<file path="src/rtl/count_monitor.sv">
// count_monitor: follows an upstream up-counter, pulses tc on each wrap, counts wraps and flags
// sequence errors. Define COUNT_MONITOR_ERR_CNT_EN to add the err_cnt output.
module count_monitor #(
    parameter int unsigned WIDTH  = 4,
    parameter int unsigned WRAP_W = 8
) (
    input  logic              clk,
    input  logic              reset,
    input  logic [WIDTH-1:0]  q,
    input  logic              en,
    input  logic              clr_err,
    output logic              tc,
    output logic [WRAP_W-1:0] wraps,
    output logic              err,
    output logic [WIDTH-1:0]  err_val,
`ifdef COUNT_MONITOR_ERR_CNT_EN
    output logic [7:0]        err_cnt,
`endif
    output logic              locked
);

    typedef enum logic [1:0] {StIdle, StTrack, StError} state_t;

    state_t           state;
    logic [WIDTH-1:0] prev;
    logic [WIDTH-1:0] prev_inc;
    logic             wrap_hit;

    assign prev_inc = prev + WIDTH'(1);
    assign wrap_hit = (prev == '1) && (q == '0);

    always_ff @(posedge clk) begin
        if (reset) begin
            state   <= StIdle;
            prev    <= '0;
            tc      <= 1'b0;
            wraps   <= '0;
            err     <= 1'b0;
            err_val <= '0;
            locked  <= 1'b0;
`ifdef COUNT_MONITOR_ERR_CNT_EN
            err_cnt <= '0;
`endif
        end else begin
            tc <= 1'b0;
            case (state)
                StIdle: begin
                    if (en) begin
                        prev   <= q;
                        state  <= StTrack;
                        locked <= 1'b1;
                    end
                end
                StTrack: begin
                    if (!en) begin
                        state  <= StIdle;
                        locked <= 1'b0;
                    end else if (q == prev_inc) begin
                        prev <= q;
                        if (wrap_hit) begin
                            tc <= 1'b1;
                            if (wraps != '1) begin
                                wraps <= wraps + WRAP_W'(1);
                            end
                        end
                    end else if (q == '0) begin
                        // Upstream resync: accept silently
                        prev <= '0;
                    end else begin
                        err     <= 1'b1;
                        err_val <= q;
                        state   <= StError;
                        locked  <= 1'b0;
`ifdef COUNT_MONITOR_ERR_CNT_EN
                        if (err_cnt != 8'hff) begin
                            err_cnt <= err_cnt + 8'd1;
                        end
`endif
                    end
                end
                StError: begin
                    if (clr_err) begin
                        err     <= 1'b0;
                        err_val <= '0;
                        state   <= StIdle;
                    end
                end
                default: begin
                    state  <= StIdle;
                    locked <= 1'b0;
                end
            endcase
        end
    end

endmodule

</file>
<file path="config.mk">
export PLATFORM = sky130hd
export DESIGN_NAME = count_monitor
export DESIGN_NICKNAME = d
export VERILOG_FILES = /design/src/rtl/count_monitor.sv
export SDC_FILE = /design/constraint.sdc
export NUM_CORES = 1
export LEC_CHECK = 0
export CAP_MARGIN = 30
export CORE_MARGIN = 1
export CORE_UTILIZATION = 44
export CTS_CLUSTER_SIZE = 16
export DETAILED_ROUTE_END_ITERATION = 10
export GPL_TIMING_DRIVEN = 0
export PLACE_DENSITY = 0.73
export SYNTH_ARGS = -nofsm -noshare
export SYNTH_HDL_FRONTEND = slang
export SYNTH_SLANG_ARGS = --single-unit
</file>
<file path="constraint.sdc">
create_clock -name clk -period 1.9 [get_ports clk]
set_input_delay 0.38 -clock clk [delete_from_list [all_inputs] [get_ports clk]]
set_output_delay 0.38 -clock clk [all_outputs]
set_load 0.02 [all_outputs]
</file>
==> flow_summary.yaml, run 1 <==
synthesis:
  prevailing_post_synth_register_cell: "sky130_fd_sc_hd__dfxtp_1"
  synth.cells.most_frequent: "sky130_fd_sc_hd__dfxtp_1, sky130_fd_sc_hd__a21oi_1, sky130_fd_sc_hd__nor2_1"
  synth.yosys.seq_area_share: 0.405
  synth_edf_count: 0
  synthDominantCellAreaShare: 0.405
  leading_cell_type_by_number_of_instances_after_synthesis: "sky130_fd_sc_hd__dfxtp_1"
  flip_flop_and_latch_count_after_synthesis: 21
  post_synth_inst_count: 113
  syn_nets: 123
  cell_area_after_technology_mapping_um2: 1040
  fraction_of_registers_with_async_set_reset: 0
  syn_area_per_cell_um2: 9.18
  synth_top_area_cell: "sky130_fd_sc_hd__dfxtp_1"
  synth_area_leaders: "sky130_fd_sc_hd__dfxtp_1, sky130_fd_sc_hd__mux2i_1, sky130_fd_sc_hd__xnor2_1"
  synth.yosys.warnings: 0
  yosys.cell_types.count: 32
setup_path:
  r2r_setup_slk_ns: 0.02
  worstPathCellList: "dlygate4sd2_1, nor4_4, o2111ai_2, or3_4, or4_4, a21oi_2"
  critPathMaxStageDelay_ns: 0.43
  worst_ep_required_time_ns: 2.16
  critPathArrivalTime_ns: 2.18
  end_kind: "flip-flop"
  cp_slowest_cell: "sky130_fd_sc_hd__or4_4"
  path_class: "in2reg"
  worst-r2r-cell-count: 6
  reg2reg_from: "prev[0]"
  critical_path_peak_fanout: 4
  r2r_end: "wraps[5]"
  critical_path.startpoint_type: "input pin"
finish:
  nets: 157
  post_route_utilization: 0.650
  antenna_cells: 0
  areaGrowthSynthToFinish_pct: 38.6
  final_layout_size_suffix_gt1_frac: 0.199
worst_hold_path:
  timing.hold.worst.start: "q[1]"
  worstHoldPathType: "in2reg"
  hold_path_depth: 3
  whs_endpoint: "err_val[1]"
grt:
  grt_first_pass_wirelength_um: 4080
  grt_antenna_before_repair: 0
  grt_max_degree: 12
  aggregate_global_routing_overflow: 0
  groute.usage.overall: 0.214
  number_of_global_route_vias_before_repair: 957
routing:
  vias_per_cell: 5.72
  drt_first_iter_violations: 23
  firstDrtPassIters: 4
  detail_route.wl_per_cell_um: 14.6
  vias: 996
  detail_route.drc_violations: 0
  drt_wl_total_um: 2540
  antenna_violating_nets_post_route: 0
die:
  die_area_um2: 2560
  io-pin-count: 23
  core_area_um2: 2210
  floorplan.die.width_um: 50.6
  die-height_um: 50.6
  placement_rows: 17
  floorplan.initialDensity: 0.469
clocking:
  clk_transition_reported_paths_ns: 0.12
  clkLatencyLatePin_ns: 0.31
  cts_buffers: 3
  cts_max_path_buffers: 2
  clock_tree.htree_level_count: 1
  tritoncts: "yes"
  root_cell_of_the_clock_tree: "sky130_fd_sc_hd__clkbuf_4"
  holdBufCountCts: 0
  cts_num_sinks: 21
placed_design:
  hpwlAfterDp_um: 1690
  buffer_ports.inserted: 22
  routabilityCongestion: 0.846
timing:
  worst-slew-pin-transition_ns: 0.486
  grt_setup_unrepaired: "yes"
  timing.final.hold_violations: 0
  finalWorstSetupSlack_ns: -0.0213
  clock_skew_ns: 0.00236
  fmax_ghz: 0.520
  setup_viol: 2
  finalMaxSlewViolations: 0
  period_share: 1.01
  slew_headroom: 0.674
  layout_min_cycle_time_ns: 1.92
status:
  failing_checks: "setup timing"
  status: "finished, violations left"
pwr:
  static-leakage-power_nw: 0.510
  powerDensity_nw_per_um2: 588
  report.power.total_uw: 846
  worst_ir_drop_vdd_uv: 510
flow_run:
  max_cap_viol_count: 0
==> worst max path at each step <==
| stage | from | to | cells past startpoint |
|---|---|---|---|
| after floorplan | q[0] | wraps[7] | 5 |
| after global placement | q[1] | wraps[7] | 6 |
| after detailed placement | q[1] | wraps[7] | 6 |
| after CTS | prev[0] | wraps[7] | 6 |
| after global routing | prev[0] | wraps[5] | 6 |
| final | q[2] | wraps[5] | 6 |
==> flip-flops by register name (all words and copies together), names as in the netlist <==
register and cells:
tc 1, err 1, locked 1, state 2, prev 4, wraps 8
err_val 4
==> layout by cell type, fill, tap and decap left out, types with 2 or more instances in the layout <==
master	synthesis	routed
sky130_fd_sc_hd__dfxtp_1	21	18
sky130_fd_sc_hd__nand3_1	6	5
sky130_fd_sc_hd__nand2_1	7	6
sky130_fd_sc_hd__o2111ai_1	5	4
sky130_fd_sc_hd__nor2b_1	2	2
sky130_fd_sc_hd__nor4_1	5	4
sky130_fd_sc_hd__nand2b_1	4	4
sky130_fd_sc_hd__clkbuf_1	2	3
sky130_fd_sc_hd__dfxtp_2	0	3
sky130_fd_sc_hd__ha_2	0	2
sky130_fd_sc_hd__buf_4	0	7
sky130_fd_sc_hd__a21oi_2	0	2
sky130_fd_sc_hd__clkbuf_4	0	3
sky130_fd_sc_hd__dlygate4sd2_1	0	3
sky130_fd_sc_hd__inv_1	4	4
sky130_fd_sc_hd__o31ai_1	2	2
sky130_fd_sc_hd__a21oi_1	8	6
sky130_fd_sc_hd__xnor2_1	6	4
sky130_fd_sc_hd__nor2_1	8	8
sky130_fd_sc_hd__mux2i_1	6	6
sky130_fd_sc_hd__clkdlybuf4s50_1	0	17
sky130_fd_sc_hd__xnor2_2	0	2
sky130_fd_sc_hd__o21ai_0	5	5
sky130_fd_sc_hd__nand4_1	2	2
==> worst max-delay path, delay by kind of cell <==
family                 cells  cell delay [ns]
and+or+nand+nor            3             1.19
AOI/OAI and AO/OA          2             0.31
buffers and inverters      1             0.31
==> where the power goes <==
| part | switching, mW | total (mW) | internal, mW |
|---|---|---|---|
| sequential | 0.0115 | 0.466 | 0.455 |
| combinational | 0.0843 | 0.153 | 0.0685 |
| clock | 0.144 | 0.227 | 0.0822 |
| total | 0.240 | 0.846 | 0.606 |
==> kinds of logic (layout without fill, tap and decap cells) <==
family,count (synthesis),count (layout),share of synthesized area
compound gates,24,24,0.147
xor+xnor,9,9,0.0893
fa+ha+maj,2,2,0.0241
buf+inv,6,39,0.0217
flops,21,21,0.405
mux,6,6,0.0579
simple gates,45,45,0.255
==> routing by layer <==
layer	global-route usage	wire [um]	vias up	share of wire
met1	0.250	1100	472	0.43
met5	0	0	-	0
li1	-	-	484	-
met3	0.0333	108	6	0.043
met4	0.116	42	0	0.017
met2	0.371	1290	34	0.51
==> final cells by class <==
cell class,count,area (um2)
Multi-Input combinational cell,86,666
Tap cell,28,35.0
Buffer,2,7.51
Inverter,4,15.0
Sequential cell,21,424
Timing Repair Buffer,29,264
Fill cell,200,774
Clock buffer,4,26.3
==> what timing repair did <==
| item | CTS | global route |
|---|---|---|
| pin swaps | 4 | 3 |
| resized for setup | 9 | 11 |
| endpoints found under the setup margin | 17 | 14 |
| buffers inserted | 4 | 3 |
==> per-stage QoR <==
step                      hold WS (ns)  std cells  setup WS (ns)  TNS, ns  cell area (um2)
after floorplan                  0.470        113        0.00693        0             1060
after global placement           0.443        163         -0.696    -9.77             1320
after detailed placement         0.454        163         -0.723   -10.36             1320
after CTS                        0.470        171       0.000250        0             1390
after global routing             0.412        174        -0.0579   -0.101             1440
final                            0.407        174        -0.0213  -0.0345             1440
No activity file was read; power rests on OpenSTA's default activity.
==> run 2: changes to the inputs <==
- CORE_ASPECT_RATIO: unset -> 0.6
- CORE_UTILIZATION: 44 -> 48
- PLACE_DENSITY: 0.73 -> 0.76
- clock period: 1.9 -> 2 ns (I/O delays scaled with it)
==> flow_summary.yaml, run 2 (synthesized netlist as in run 1, its figures left out) <==
setup_path:
  end_kind: "flip-flop"
  critPathArrivalTime_ns: 2.17
  critical_path_peak_fanout: 4
  r2r_setup_slk_ns: 0.08
  path_class: "reg2reg"
  critical_path.startpoint_type: "flip-flop"
  worst_ep_required_time_ns: 2.25
timing:
  grt_setup_unrepaired: "no"
  clock_skew_ns: 0.00933
  finalMaxSlewViolations: 0
  timing.final.hold_violations: 0
  worst-slew-pin-transition_ns: 0.492
  fmax_ghz: 0.522
  period_share: 0.959
  fin_tns_setup_ns: 0
  setup_viol: 0
  slew_headroom: 0.672
  layout_min_cycle_time_ns: 1.92
routing:
  firstDrtPassIters: 4
  drt_wl_total_um: 2520
  detail_route.wl_per_cell_um: 14.6
  vias_per_cell: 5.69
  drt_first_iter_violations: 60
  antenna_violating_nets_post_route: 0
  vias: 979
  detail_route.drc_violations: 0
clocking:
  cts_max_path_buffers: 2
  clk_transition_reported_paths_ns: 0.12
  cts_num_sinks: 21
  clkLatencyLatePin_ns: 0.31
  root_cell_of_the_clock_tree: "sky130_fd_sc_hd__clkbuf_4"
  cts_buffers: 3
  clock_tree.htree_level_count: 1
  tritoncts: "yes"
  holdBufCountCts: 0
grt:
  aggregate_global_routing_overflow: 0
  grt_antenna_before_repair: 0
  number_of_global_route_vias_before_repair: 904
  grt_max_degree: 13
  grt_first_pass_wirelength_um: 4200
  groute.usage.overall: 0.255
pwr:
  powerDensity_nw_per_um2: 563
  worst_ir_drop_vdd_uv: 353
  static-leakage-power_nw: 0.503
placed_design:
  hpwlAfterDp_um: 1750
  placed_area_um2: 1300
  routabilityCongestion: 0.859
  buffer_ports.inserted: 22
finish:
  area_occupied_by_multi_input_gates_um2: 648
  areaGrowthSynthToFinish_pct: 35.6
  most-common-layout-cells: "sky130_fd_sc_hd__dfxtp_1, sky130_fd_sc_hd__clkdlybuf4s50_1, sky130_fd_sc_hd__a21oi_1, sky130_fd_sc_hd__nor2_1, sky130_fd_sc_hd__nand2_1"
  final_layout_size_suffix_gt1_frac: 0.125
  final-seq-area_um2: 422
  finalInstanceArea_um2: 1410
  largest_register_ffs: 8
  nets: 155
  fillers: 144
  antenna_cells: 0
  reg_top3: "wraps: 8 flops, err_val: 4 flops, prev: 4 flops"
  layout_commonest_cell: "sky130_fd_sc_hd__dfxtp_1"
  max_flop_register: "wraps"
die:
  floorplan.die.width_um: 62.0
  core_area_um2: 1940
  floorplan.initialDensity: 0.536
  die_area_um2: 2360
  io-pin-count: 23
  die-height_um: 38.0
  placement_rows: 12
status:
  status: "completed"
worst_hold_path:
  worstHoldPathType: "reg2reg"
flow_run:
  max_cap_viol_count: 0
run 2: cell types whose count changed in the layout (fill, tap and decap cells not counted), sizes merged:
| cell | change |
|---|---|
| buf | -2 |
| clkbuf | -2 |
| clkdlybuf4s15 | -1 |
| clkinv | +1 |
| dlygate4sd2 | +2 |
run 2: worst max-delay path, stage by stage (launching register included):
cell	delay [ns]
sky130_fd_sc_hd__dfxtp_1	0.40
sky130_fd_sc_hd__ha_4	0.16
sky130_fd_sc_hd__and4_1	0.22
sky130_fd_sc_hd__o2111ai_2	0.16
sky130_fd_sc_hd__or3_4	0.37
sky130_fd_sc_hd__or4_1	0.41
sky130_fd_sc_hd__a21oi_1	0.15
run 2: routing by layer:
layer / share of wire / track usage / up-vias
li1: - / - / 482
met1: 0.48 / 0.368 / 450
met2: 0.42 / 0.354 / 41
met3: 0.079 / 0.0845 / 6
met4: 0.014 / 0.0778 / 0
met5: 0 / 0 / -
run 2: layout make-up:
cell class / instances / area share
plain buffers: 2 / 0.00534
clock buffers: 3 / 0.0160
clock inverters: 1 / 0.00356
inverters: 4 / 0.0107
multi-input cells: 86 / 0.461
flip-flops and latches: 21 / 0.300
well taps: 28 / 0.0249
repair buffers: 27 / 0.179
run 2: timing repair:
action / CTS / global route
setup endpoints to repair: 16 / 10
pin swaps: 5 / 1
resized for setup: 10 / 2
buffers inserted: 5 / 0
run 2: report_power, final:
part	leakage (nW)	total, mW	internal (mW)	switching [mW]
Combinational	0.314	0.142	0.0644	0.0774
Sequential	0.171	0.445	0.432	0.0131
Clock	0.0177	0.205	0.0748	0.130
Total	0.503	0.791	0.571	0.221
run 2: final timing paths:
check	startpoint	endpoint	cells past startpoint
setup / recovery	prev[1]	wraps[7]	6
hold / removal	err_val[3]	err_val[3]	2
setup reg to reg	prev[1]	wraps[7]	6
hold reg to reg	err_val[3]	err_val[3]	2
run 2: per-stage QoR:
step           utilization  power, mW  instances  hold slack [ns]  setup slack [ns]
2_1_floorplan            -      0.519        113            0.467            0.0577
3_3_place_gp         0.670      0.566        163            0.442            -0.609
3_5_place_dp         0.670      0.569        163            0.455            -0.658
4_1_cts              0.719      0.792        172            0.473            0.0167
5_1_grt              0.726      0.833        172            0.501            0.0224
6_report             0.726      0.791        172            0.472            0.0827
==> run 3: changes to the inputs <==
- HOLD_SLACK_MARGIN: unset -> 0.03
==> results of run 3 <==
Final layout, timing and power as in run 2 (identical DEF).
